$ cat config.mk
export PLATFORM = sky130hd
export DESIGN_NAME = dual_issue_scheduler_flat
export DESIGN_NICKNAME = d
export VERILOG_FILES = /design/src/rtl/dual_issue_scheduler_pkg.sv /design/src/rtl/dual_issue_scheduler_if.sv /design/src/rtl/dual_issue_scheduler_scoreboard.sv /design/src/rtl/dual_issue_scheduler.sv /design/src/flat_wrapper.sv
export SDC_FILE = /design/constraint.sdc
export NUM_CORES = 1
export LEC_CHECK = 0
export CAP_MARGIN = 5
export CORE_MARGIN = 2
export CORE_UTILIZATION = 46
export DETAILED_ROUTE_END_ITERATION = 10
export PLACE_DENSITY = 0.84
export SETUP_SLACK_MARGIN = 0.4
export SLEW_MARGIN = 20
export SYNTH_ARGS = -nofsm -noshare
export SYNTH_HDL_FRONTEND = slang
export SYNTH_SLANG_ARGS = --single-unit
export TNS_END_PERCENT = 30
$ cat constraint.sdc
create_clock -name clk -period 1.71 [get_ports clk]
set_input_delay 0.2565 -clock clk [delete_from_list [all_inputs] [get_ports clk]]
set_output_delay 0.2565 -clock clk [all_outputs]
set_load 0.01 [all_outputs]
$ cat src/rtl/dual_issue_scheduler_pkg.sv
`default_nettype none
// ============================================================================
// Package     : issue_pkg
// Description : Shared constants for the dual-issue scheduler slice.
//               This package provides the default register-file geometry,
//               the load latency, the scoreboard counter width and the
//               FSM state encoding.
// Revision    : 1.0 - initial release
// ============================================================================
package issue_pkg;

  // Default register-file geometry and load latency
  localparam int DEF_RW       = 3;
  localparam int DEF_NREG     = 8;
  localparam int DEF_LOAD_LAT = 2;

  // Width of one scoreboard counter.
  // It must be able to hold the value LOAD_LAT.
  localparam int CNT_W = $clog2(DEF_LOAD_LAT + 1);

  // Issue FSM encoding
  localparam logic [0:0] ST_RUN   = 1'b0;
  localparam logic [0:0] ST_HOLD2 = 1'b1;

endpackage : issue_pkg
`default_nettype wire

$ cat src/rtl/dual_issue_scheduler_if.sv
`default_nettype none
// ============================================================================
// Interface   : dual_issue_scheduler_if
// Description : Carries the ID-stage signals between the decoder and the
//               dual-issue scheduler.
//               - master : the ID stage. It drives the decoded pair and the
//                          flush input, and it receives the issue decision.
//               - slave  : the scheduler itself.
//               Signals:
//                 id_valid, i1_*, i2_*, ex_flush -> scheduler
//                 issue1, issue2, id_ready, stall, hold2 <- scheduler
// Revision    : 1.0 - initial release
// ============================================================================
interface dual_issue_scheduler_if
  import issue_pkg::*;
#(
  parameter int RW = DEF_RW
);
  logic          id_valid;
  logic [RW-1:0] i1_rd, i1_rs, i1_rt;
  logic          i1_regwrite, i1_is_load, i1_uses_rt;
  logic [RW-1:0] i2_rd, i2_rs, i2_rt;
  logic          i2_regwrite, i2_is_load, i2_uses_rt;
  logic          ex_flush;
  logic          issue1, issue2, id_ready, stall, hold2;

  modport master (
    output id_valid,
    output i1_rd, i1_rs, i1_rt, i1_regwrite, i1_is_load, i1_uses_rt,
    output i2_rd, i2_rs, i2_rt, i2_regwrite, i2_is_load, i2_uses_rt,
    output ex_flush,
    input  issue1, issue2, id_ready, stall, hold2
  );

  modport slave (
    input  id_valid,
    input  i1_rd, i1_rs, i1_rt, i1_regwrite, i1_is_load, i1_uses_rt,
    input  i2_rd, i2_rs, i2_rt, i2_regwrite, i2_is_load, i2_uses_rt,
    input  ex_flush,
    output issue1, issue2, id_ready, stall, hold2
  );
endinterface : dual_issue_scheduler_if
`default_nettype wire

$ cat src/rtl/dual_issue_scheduler_scoreboard.sv
`default_nettype none
// ============================================================================
// Module      : issue_scoreboard
// Description : Per-register countdown scoreboard for in-flight loads.
//               A set writes LOAD_LAT into cnt[rd]. Otherwise, every
//               counter decrements and saturates at zero. A set takes
//               priority over the decrement. Register 0 is never marked
//               busy.
// Ports       : clk, rst_n            clock, async active-low reset
//               set1_en/set1_rd       slot 1 load marks its destination
//               set2_en/set2_rd       slot 2 load marks its destination
//               q_src[3:0]            four source register queries
//               q_busy[3:0]           busy flag per query
// Revision    : 1.0 - initial release
// ============================================================================
module issue_scoreboard
  import issue_pkg::*;
#(
  parameter int RW       = DEF_RW,
  parameter int NREG     = DEF_NREG,
  parameter int LOAD_LAT = DEF_LOAD_LAT
) (
  input  logic                clk,
  input  logic                rst_n,
  input  logic                set1_en,
  input  logic [RW-1:0]       set1_rd,
  input  logic                set2_en,
  input  logic [RW-1:0]       set2_rd,
  input  logic [3:0][RW-1:0]  q_src,
  output logic [3:0]          q_busy
);

  localparam int CW = $clog2(LOAD_LAT + 1);

  logic [CW-1:0] cnt [NREG];

  always_ff @(posedge clk or negedge rst_n) begin
    if (!rst_n) begin
      for (int i = 0; i < NREG; i++) cnt[i] <= '0;
    end else begin
      cnt[0] <= '0;
      for (int i = 1; i < NREG; i++) begin
        if ((set1_en && set1_rd == RW'(i)) || (set2_en && set2_rd == RW'(i)))
          cnt[i] <= CW'(LOAD_LAT);
        else if (cnt[i] != '0)
          cnt[i] <= cnt[i] - 1'b1;
      end
    end
  end

  always_comb begin
    for (int k = 0; k < 4; k++)
      q_busy[k] = (q_src[k] != '0) && (cnt[q_src[k]] != '0);
  end

endmodule : issue_scoreboard
`default_nettype wire

$ cat src/rtl/dual_issue_scheduler.sv
`default_nettype none
// ============================================================================
// Module      : dual_issue_scheduler
// Description : Issue controller between ID and ID/EX for a dual-issue
//               pipeline. Each cycle it decides one of three outcomes:
//               issue both slots, split (issue slot 1 now and slot 2 later
//               from HOLD2), or stall. The decision uses a load scoreboard
//               and intra-pair conflict detection.
// Ports       : clk, rst_n            clock, async active-low reset
//               bus (slave modport)   ID pair in, issue decision out
//               stall_cnt, split_cnt  performance counters; these exist only
//                                     with ISSUE_PERF_CNT_EN
// Options     : `define ISSUE_PERF_CNT_EN to add the saturating 16-bit
//               counters. stall_cnt counts stall cycles. split_cnt counts
//               RUN->HOLD2 transitions.
// Revision    : 1.0 - initial release
// ============================================================================
module dual_issue_scheduler
  import issue_pkg::*;
#(
  parameter int RW       = DEF_RW,
  parameter int NREG     = DEF_NREG,
  parameter int LOAD_LAT = DEF_LOAD_LAT
) (
  input  logic                   clk,
  input  logic                   rst_n,
  dual_issue_scheduler_if.slave  bus
`ifdef ISSUE_PERF_CNT_EN
  ,
  output logic [15:0]            stall_cnt,
  output logic [15:0]            split_cnt
`endif
);

  logic [0:0] state, state_nxt;
  logic       issue1, issue2, id_ready, stall;
  logic [3:0] q_busy;
  logic       blk1, blk2;
  logic       raw, waw, two_loads, conflict;

  issue_scoreboard #(
    .RW       (RW),
    .NREG     (NREG),
    .LOAD_LAT (LOAD_LAT)
  ) u_sb (
    .clk     (clk),
    .rst_n   (rst_n),
    .set1_en (issue1 && bus.i1_is_load && bus.i1_regwrite && bus.i1_rd != '0),
    .set1_rd (bus.i1_rd),
    .set2_en (issue2 && bus.i2_is_load && bus.i2_regwrite && bus.i2_rd != '0),
    .set2_rd (bus.i2_rd),
    .q_src   ({bus.i2_rt, bus.i2_rs, bus.i1_rt, bus.i1_rs}),
    .q_busy  (q_busy)
  );

  // A source is counted only when the slot actually reads it.
  // rs is always read. rt is read only when uses_rt is set.
  assign blk1 = q_busy[0] || (bus.i1_uses_rt && q_busy[1]);
  assign blk2 = q_busy[2] || (bus.i2_uses_rt && q_busy[3]);

  // Forwarding cannot pass a value between slots of the same pair.
  // The memory unit has only one port, so two loads cannot issue together.
  assign raw = bus.i1_regwrite && (bus.i1_rd != '0) &&
               ((bus.i1_rd == bus.i2_rs) ||
                (bus.i2_uses_rt && (bus.i1_rd == bus.i2_rt)));
  assign waw = bus.i1_regwrite && bus.i2_regwrite &&
               (bus.i1_rd == bus.i2_rd) && (bus.i1_rd != '0);
  assign two_loads = bus.i1_is_load && bus.i2_is_load;
  assign conflict  = raw || waw || two_loads;

  always_comb begin
    issue1    = 1'b0;
    issue2    = 1'b0;
    id_ready  = 1'b0;
    stall     = 1'b0;
    state_nxt = state;
    if (!rst_n) begin
      state_nxt = ST_RUN;
    end else if (bus.ex_flush) begin
      state_nxt = ST_RUN;
    end else if (state == ST_RUN) begin
      if (bus.id_valid) begin
        if (blk1) begin
          stall = 1'b1;
        end else if (conflict || blk2) begin
          issue1    = 1'b1;
          state_nxt = ST_HOLD2;
        end else begin
          issue1   = 1'b1;
          issue2   = 1'b1;
          id_ready = 1'b1;
        end
      end
    end else begin
      // The pair is held stable in ID. Only slot 2 is still pending.
      if (blk2) begin
        stall = 1'b1;
      end else begin
        issue2    = 1'b1;
        id_ready  = 1'b1;
        state_nxt = ST_RUN;
      end
    end
  end

  always_ff @(posedge clk or negedge rst_n) begin
    if (!rst_n) state <= ST_RUN;
    else        state <= state_nxt;
  end

  assign bus.issue1   = issue1;
  assign bus.issue2   = issue2;
  assign bus.id_ready = id_ready;
  assign bus.stall    = stall;
  assign bus.hold2    = (state == ST_HOLD2);

`ifdef ISSUE_PERF_CNT_EN
  always_ff @(posedge clk or negedge rst_n) begin
    if (!rst_n) begin
      stall_cnt <= '0;
      split_cnt <= '0;
    end else begin
      if (stall && stall_cnt != 16'hFFFF)
        stall_cnt <= stall_cnt + 16'd1;
      if (state == ST_RUN && state_nxt == ST_HOLD2 && split_cnt != 16'hFFFF)
        split_cnt <= split_cnt + 16'd1;
    end
  end
`endif

endmodule : dual_issue_scheduler
`default_nettype wire

$ cat src/flat_wrapper.sv
// flat-port wrapper written by rule: the top's interface ports become plain ports
module dual_issue_scheduler_flat import issue_pkg::*;
#(
  parameter int RW       = DEF_RW,
  parameter int NREG     = DEF_NREG,
  parameter int LOAD_LAT = DEF_LOAD_LAT
)
  (clk, rst_n, bus_id_valid, bus_i1_rd, bus_i1_rs, bus_i1_rt, bus_i1_regwrite, bus_i1_is_load, bus_i1_uses_rt, bus_i2_rd, bus_i2_rs, bus_i2_rt, bus_i2_regwrite, bus_i2_is_load, bus_i2_uses_rt, bus_ex_flush, bus_issue1, bus_issue2, bus_id_ready, bus_stall, bus_hold2);
  dual_issue_scheduler_if #(.RW(RW)) bus_i ();
  input  logic clk;
  input  logic rst_n;
  input wire logic [$bits(bus_i.id_valid)-1:0] bus_id_valid;
  input wire logic [$bits(bus_i.i1_rd)-1:0] bus_i1_rd;
  input wire logic [$bits(bus_i.i1_rs)-1:0] bus_i1_rs;
  input wire logic [$bits(bus_i.i1_rt)-1:0] bus_i1_rt;
  input wire logic [$bits(bus_i.i1_regwrite)-1:0] bus_i1_regwrite;
  input wire logic [$bits(bus_i.i1_is_load)-1:0] bus_i1_is_load;
  input wire logic [$bits(bus_i.i1_uses_rt)-1:0] bus_i1_uses_rt;
  input wire logic [$bits(bus_i.i2_rd)-1:0] bus_i2_rd;
  input wire logic [$bits(bus_i.i2_rs)-1:0] bus_i2_rs;
  input wire logic [$bits(bus_i.i2_rt)-1:0] bus_i2_rt;
  input wire logic [$bits(bus_i.i2_regwrite)-1:0] bus_i2_regwrite;
  input wire logic [$bits(bus_i.i2_is_load)-1:0] bus_i2_is_load;
  input wire logic [$bits(bus_i.i2_uses_rt)-1:0] bus_i2_uses_rt;
  input wire logic [$bits(bus_i.ex_flush)-1:0] bus_ex_flush;
  output wire logic [$bits(bus_i.issue1)-1:0] bus_issue1;
  output wire logic [$bits(bus_i.issue2)-1:0] bus_issue2;
  output wire logic [$bits(bus_i.id_ready)-1:0] bus_id_ready;
  output wire logic [$bits(bus_i.stall)-1:0] bus_stall;
  output wire logic [$bits(bus_i.hold2)-1:0] bus_hold2;
  assign bus_i.id_valid = bus_id_valid;
  assign bus_i.i1_rd = bus_i1_rd;
  assign bus_i.i1_rs = bus_i1_rs;
  assign bus_i.i1_rt = bus_i1_rt;
  assign bus_i.i1_regwrite = bus_i1_regwrite;
  assign bus_i.i1_is_load = bus_i1_is_load;
  assign bus_i.i1_uses_rt = bus_i1_uses_rt;
  assign bus_i.i2_rd = bus_i2_rd;
  assign bus_i.i2_rs = bus_i2_rs;
  assign bus_i.i2_rt = bus_i2_rt;
  assign bus_i.i2_regwrite = bus_i2_regwrite;
  assign bus_i.i2_is_load = bus_i2_is_load;
  assign bus_i.i2_uses_rt = bus_i2_uses_rt;
  assign bus_i.ex_flush = bus_ex_flush;
  assign bus_issue1 = bus_i.issue1;
  assign bus_issue2 = bus_i.issue2;
  assign bus_id_ready = bus_i.id_ready;
  assign bus_stall = bus_i.stall;
  assign bus_hold2 = bus_i.hold2;
  dual_issue_scheduler #(.RW(RW), .NREG(NREG), .LOAD_LAT(LOAD_LAT)) u_core (.clk(clk), .rst_n(rst_n), .bus(bus_i));
endmodule
After elaboration in Yosys (flattened, before gate mapping)
Cells that the tools add are included.

Register bits after elaboration: 15. Input port bits: 28. Output and inout port bits: 5. Logic and storage cells: 160.

Add/subtract/negate cells: 7. $lt $le $gt $ge: 4. Eq/ne operators: 17. Multiplexer cells: 50. Bitwise gates (word level): 4. Reduce and logical (&&, ||, !) cells: 70.

Operator list (count): $mux W2 (22); $reduce_bool A2 Y1 (18); $logic_and A1 B1 Y1 (33); $bmux W2 S3 (4); $eq A3 B3 Y1 const B (8); $mux W1 (24); $reduce_bool A3 Y1 (6); $ge A4 B4 Y1 const B (4); $not A3 Y4 (4); $sub A2 B1 Y2 const B (7); $logic_or A1 B1 Y1 (13); $eq A3 B2 Y1 const B (4); $eq A3 B3 Y1 (3); $eq A3 B1 Y1 const B (2).

Logic depth before layout (Yosys ltp)
Depth after elaboration: 21. Depth in mapped cells: 8. Gate-level depth less buffers: 7.

By module
Synthesis repeated with hierarchy kept, for this count alone.

Cells, all modules: 150. Area total of the unflattened synthesis: 1321.3 sq um.

By module, submodules not included: issue_scoreboard (instances 1, cells an instance 112, area an instance 1038.5 sq um, seq. area each 350.3 sq um); dual_issue_scheduler (instances 1, cells an instance 38, area an instance 282.8 sq um, seq. area each 25.0 sq um).

Least setup slack after synthesis
OpenSTA, ideal clock, no wires.

Path type: register -> output. From: register u_core.u_sb.cnt[13] (netlist bit). To: output port bus_issue2. Data arrival time: 1.721 ns. Slack: -0.268 ns. Cell stages (with the launch flop): 8. Buffers on the path: 1. Cells stage by stage: dfrtp_1 -> nor3_1 -> a211oi_1 -> o311a_1 -> a21oi_2 -> a21o_1 -> and2_1 -> buf_4.

Longest elaborated chain between the ends: 14. Elaborated cells on any way between the ends: 32. Those cells by class: mux (19); reduce/logical (13).

RTL lines: start, declared (RTL line dual_issue_scheduler_scoreboard.sv:35) `logic [CW-1:0] cnt [NREG];`; start signal, assigned by index (RTL line dual_issue_scheduler_scoreboard.sv:44) `cnt[i] <= CW'(LOAD_LAT);`; start signal, assigned by index (RTL line dual_issue_scheduler_scoreboard.sv:46) `cnt[i] <= cnt[i] - 1'b1;`; $bmux W2 S3 (RTL line dual_issue_scheduler_scoreboard.sv:53) `q_busy[k] = (q_src[k] != '0) && (cnt[q_src[k]] != '0);`; $mux W2 (implied by the code) (2 in series) (RTL line dual_issue_scheduler_scoreboard.sv:53); $reduce_bool A2 Y1 (RTL line dual_issue_scheduler_scoreboard.sv:53); $logic_and A1 B1 Y1 (RTL line dual_issue_scheduler_scoreboard.sv:53); $logic_and A1 B1 Y1 (RTL line dual_issue_scheduler.sv:59) `assign blk2 = q_busy[2] || (bus.i2_uses_rt && q_busy[3]);`; $logic_or A1 B1 Y1 (RTL line dual_issue_scheduler.sv:59); $logic_or A1 B1 Y1 (RTL line dual_issue_scheduler.sv:85) `end else if (conflict || blk2) begin`; $mux W1 (3 in series); $mux W1 (*) (3 in series); end, declared (RTL line flat_wrapper.sv:27) `output wire logic [$bits(bus_i.issue2)-1:0] bus_issue2;`.

Every way passes the cells marked *; elsewhere a longest branch is shown, timed or not. The select of a mux whose other input is x is not followed.

Worst setup path in the final report
From: register u_core.u_sb.cnt[9] (netlist bit). To: output port bus_issue2.

Longest elaborated chain between the ends: 14. Elaborated cells on any way between the ends: 32. Those cells by class: mux (19); reduce/logical (13).

RTL lines: $bmux W2 S3 (RTL line dual_issue_scheduler_scoreboard.sv:53); $mux W2 (implied by the code) (2 in series) (RTL line dual_issue_scheduler_scoreboard.sv:53); $reduce_bool A2 Y1 (RTL line dual_issue_scheduler_scoreboard.sv:53); $logic_and A1 B1 Y1 (RTL line dual_issue_scheduler_scoreboard.sv:53); $logic_and A1 B1 Y1 (RTL line dual_issue_scheduler.sv:59); $logic_or A1 B1 Y1 (RTL line dual_issue_scheduler.sv:59); $logic_or A1 B1 Y1 (RTL line dual_issue_scheduler.sv:85); $mux W1 (RTL line dual_issue_scheduler.sv:85); $mux W1 (RTL line dual_issue_scheduler.sv:83) `if (blk1) begin`; $mux W1 (RTL line dual_issue_scheduler.sv:82) `if (bus.id_valid) begin`; $mux W1 (*) (RTL line dual_issue_scheduler.sv:81) `end else if (state == ST_RUN) begin`; $mux W1 (*) (RTL line dual_issue_scheduler.sv:79) `end else if (bus.ex_flush) begin`; $mux W1 (*) (RTL line dual_issue_scheduler.sv:77) `if (!rst_n) begin`.

Marks and branches as above.

==> impl_metrics.py <==
metrics = {
    "status": {
        "status": "finished with violations",
        "violations": "negative setup slack",
    },
    "sta": {
        "period_share_pct": 136,
        "worst_pin_slew_ns": 0.310,
        "fmax_ghz": 0.428,
        "slew_headroom_pct": 79.4,
        "rsz0062_at_grt": "true",
        "setup_viol": 19,
        "final-hold-violation-count": 0,
        "period_needed_ns": 2.33,
        "drv_slew": 0,
        "setup_ws_ns": -0.624,
        "fin_skew_ns": 0.00439,
        "setup_tns_ns": -9.21,
    },
    "synth": {
        "synthesis.nets": 219,
        "ys_top_cells_by_area": "dfrtp_1 25%, xnor2_1 6.9%, ha_1 5.8%, inv_1 4.7%, and3_1 4.1%",
        "ys_warn_count": 0,
        "synth_cell_types": 45,
        "synth_area_mm2": 0.00151,
        "async_flop_share_pct": 100,
        "synth_edf_count": 0,
        "synth-seq-cells": 15,
        "synth.yosys.seq_area_share_pct": 24.8,
        "postSynthAreaPerCell_um2": 8.23,
        "postSynthCellCount": 184,
        "yosysTopAreaCellShare_pct": 24.8,
        "yosys_most_used_dff": "dfrtp_1",
        "yosysTopAreaCell": "dfrtp_1",
    },
    "placed_design": {
        "place_congestion": 0.912,
        "numPortBuffers": 32,
        "place_area_mm2": 0.00220,
        "dp_hpwl_um": 3810,
    },
    "cts": {
        "clk_latency_ns": 0.31,
        "cts.path.max_buffers": 2,
        "clkSinkCount": 15,
        "cts_root_buf": "clkbuf_4",
        "cts_tree": "done",
        "cts_buffers": 3,
        "htreeDepth": 1,
        "clk_pin_slew_ns": 0.10,
        "cts_hold_buf": 0,
    },
    "floorplanning": {
        "dieArea_mm2": 0.00377,
        "die_h_um": 61.4,
        "initial_core_util_pct": 48.8,
        "row_count": 20,
        "die_w_um": 61.4,
        "core_mm2": 0.00310,
        "io_pins": 33,
    },
    "critical_path": {
        "crit_type": "reg -> out",
        "end_kind": "output port",
        "start_kind": "register",
        "crit_required_ns": 1.45,
        "cp_data_arrival_time_ns": 2.08,
        "crit_path_max_fanout": 4,
    },
    "layout": {
        "num_antenna_cells": 0,
        "fillers": 225,
        "drive_gt1_share_pct": 37.4,
        "nets": 306,
        "syn_to_final_growth_pct": 60.1,
        "stdcell_area_mm2": 0.00242,
    },
    "route": {
        "final_antenna_net_count": 0,
        "viasPerCell": 5.98,
        "wl_per_cell_um": 17.4,
        "dr_total_vias": 1878,
        "routed_wl_um": 5470,
        "drt_first_pass_iters": 5,
        "drt-initial-drc-count": 207,
        "drc": 0,
    },
    "worst_hold_path": {
        "hp-class": "in -> async",
    },
    "pwr": {
        "p_leak_uw": 0.00110,
        "p_per_area_mw_per_mm2": 1320,
        "ir_drop_mv": 1.05,
    },
    "flow_run": {
        "timing.max_cap.violations": 0,
    },
    "global_route": {
        "grt_pass1_vias": 1764,
        "grt_remaining_overflow": 0,
        "grt_use_total_pct": 29.6,
        "grt_first_pass_wirelength_um": 8090,
        "grt_max_degree": 16,
        "antenna_found_initial": 0,
    },
}
==> metrics by stage <==
stage / total power [uW] / hold WS, ns / utilization [%] / instances / setup WS [ns]
2_1_floorplan: 1770 / -0.0391 / - / 184 / -0.207
3_3_place_gp: 2440 / 0.614 / 71.0 / 300 / -1.06
3_5_place_dp: 2560 / 0.624 / 71.0 / 300 / -1.15
4_1_cts: 2920 / 0.317 / 74.5 / 306 / -0.599
5_1_grt: 3410 / 0.333 / 78.1 / 314 / -0.723
6_report: 3190 / 0.311 / 78.1 / 314 / -0.624
==> placed cells by master, fill, tap and decap left out, types with 7 or more instances in the layout <==
cell	count
xnor2_1	12
inv_1	17
nor2_1	9
nand4_1	8
dfrtp_1	10
dlygate4sd2_1	8
buf_6	7
buf_4	49
and3_1	7
clkdlybuf4s50_1	19
ha_1	7
==> area by class of cell <==
cell class                 instances  area (um2)  area share (%)
clock buffer                       4        26.3            1.08
inverter                          19        71.3            2.94
multi-input combinational        146        1170            48.2
sequential                        15         382            15.7
tap                               44        55.1            2.27
timing repair buffer              86         722            29.8
==> sequential cells by signal, summed over array words and instances, names as in the netlist <==
name,cells
u_core.u_sb.cnt,14
u_core.bus.hold2,1
==> cells in the mapped netlist, types with 2 or more instances <==
cell type,instances
inv_1,19
nor3b_1,2
a211oi_1,7
a211o_1,6
xor2_1,4
nor3_1,9
o21ai_0,6
nor2_1,15
a21oi_1,7
xnor2_1,12
nand3_1,6
clkbuf_1,3
nor2b_1,7
dfrtp_1,15
a31oi_1,2
nand2_1,7
and3_1,10
nand4_1,8
and2_1,4
ha_1,7
nand2b_1,2
mux4_2,2
nor3b_2,2
==> critical path, cell delays in order, from the launching register on <==
cell and delay, ns:
dfrtp_1 0.44, nor3_1 0.25, o21ai_1 0.14, a211o_1 0.35, a21oi_4 0.18, a21o_1 0.16, and2_4 0.15, buf_6 0.09
==> path summary, 6_finish.rpt <==
check                                    from                   to  slack (ns)  depth (start not counted)
max                        u_core.u_sb.cnt[9]           bus_issue2       -0.62                          7
min                                     rst_n   u_core.u_sb.cnt[1]        0.31                          2
max reg2reg                u_core.u_sb.cnt[9]   u_core.u_sb.cnt[2]       -0.58                          9
min reg2reg                u_core.u_sb.cnt[5]   u_core.u_sb.cnt[5]        0.70                          3
max in group asynchronous               rst_n  u_core.u_sb.cnt[13]        1.20                          2
min in group clk           u_core.u_sb.cnt[5]   u_core.u_sb.cnt[5]        0.70                          3
==> per-layer routing <==
metal / share of wire (%) / GRT usage [%] / vias up / wire length [um]
met5: 0 / 0 / - / 0
met1: 39 / 37.2 / 893 / 2110
li1: - / - / 843 / -
met4: 2.5 / 11.6 / 0 / 135
met3: 9.2 / 2.52 / 12 / 502
met2: 50 / 52.6 / 130 / 2720
==> cell families (layout without fill, tap and decap cells) <==
logic type | count (synthesis) | after routing | share of synthesized area, %
adders and majority gates | 7 | 7 | 5.78
DFF | 15 | 15 | 24.8
buffers and inverters | 23 | 109 | 5.95
xor gates and xnor gates | 16 | 16 | 9.26
and+or+nand+nor | 78 | 78 | 30.2
muxes | 2 | 2 | 2.97
AOI/OAI and AO/OA | 43 | 43 | 21.1
==> report_power, final <==
part | internal (uW) | switching, uW | leakage (uW)
Combinational | 1170 | 982 | 0.000916
Sequential | 559 | 255 | 0.000174
Clock | 91.3 | 133 | 0.0000150
==> what timing repair did <==
action	CTS	global route
endpoints found under the setup margin	20	19
buffers inserted	2	8
endpoints found under the hold margin	0	0
gates resized for setup	54	14
pin swaps	14	12
No activity file was read; power rests on OpenSTA's default activity.
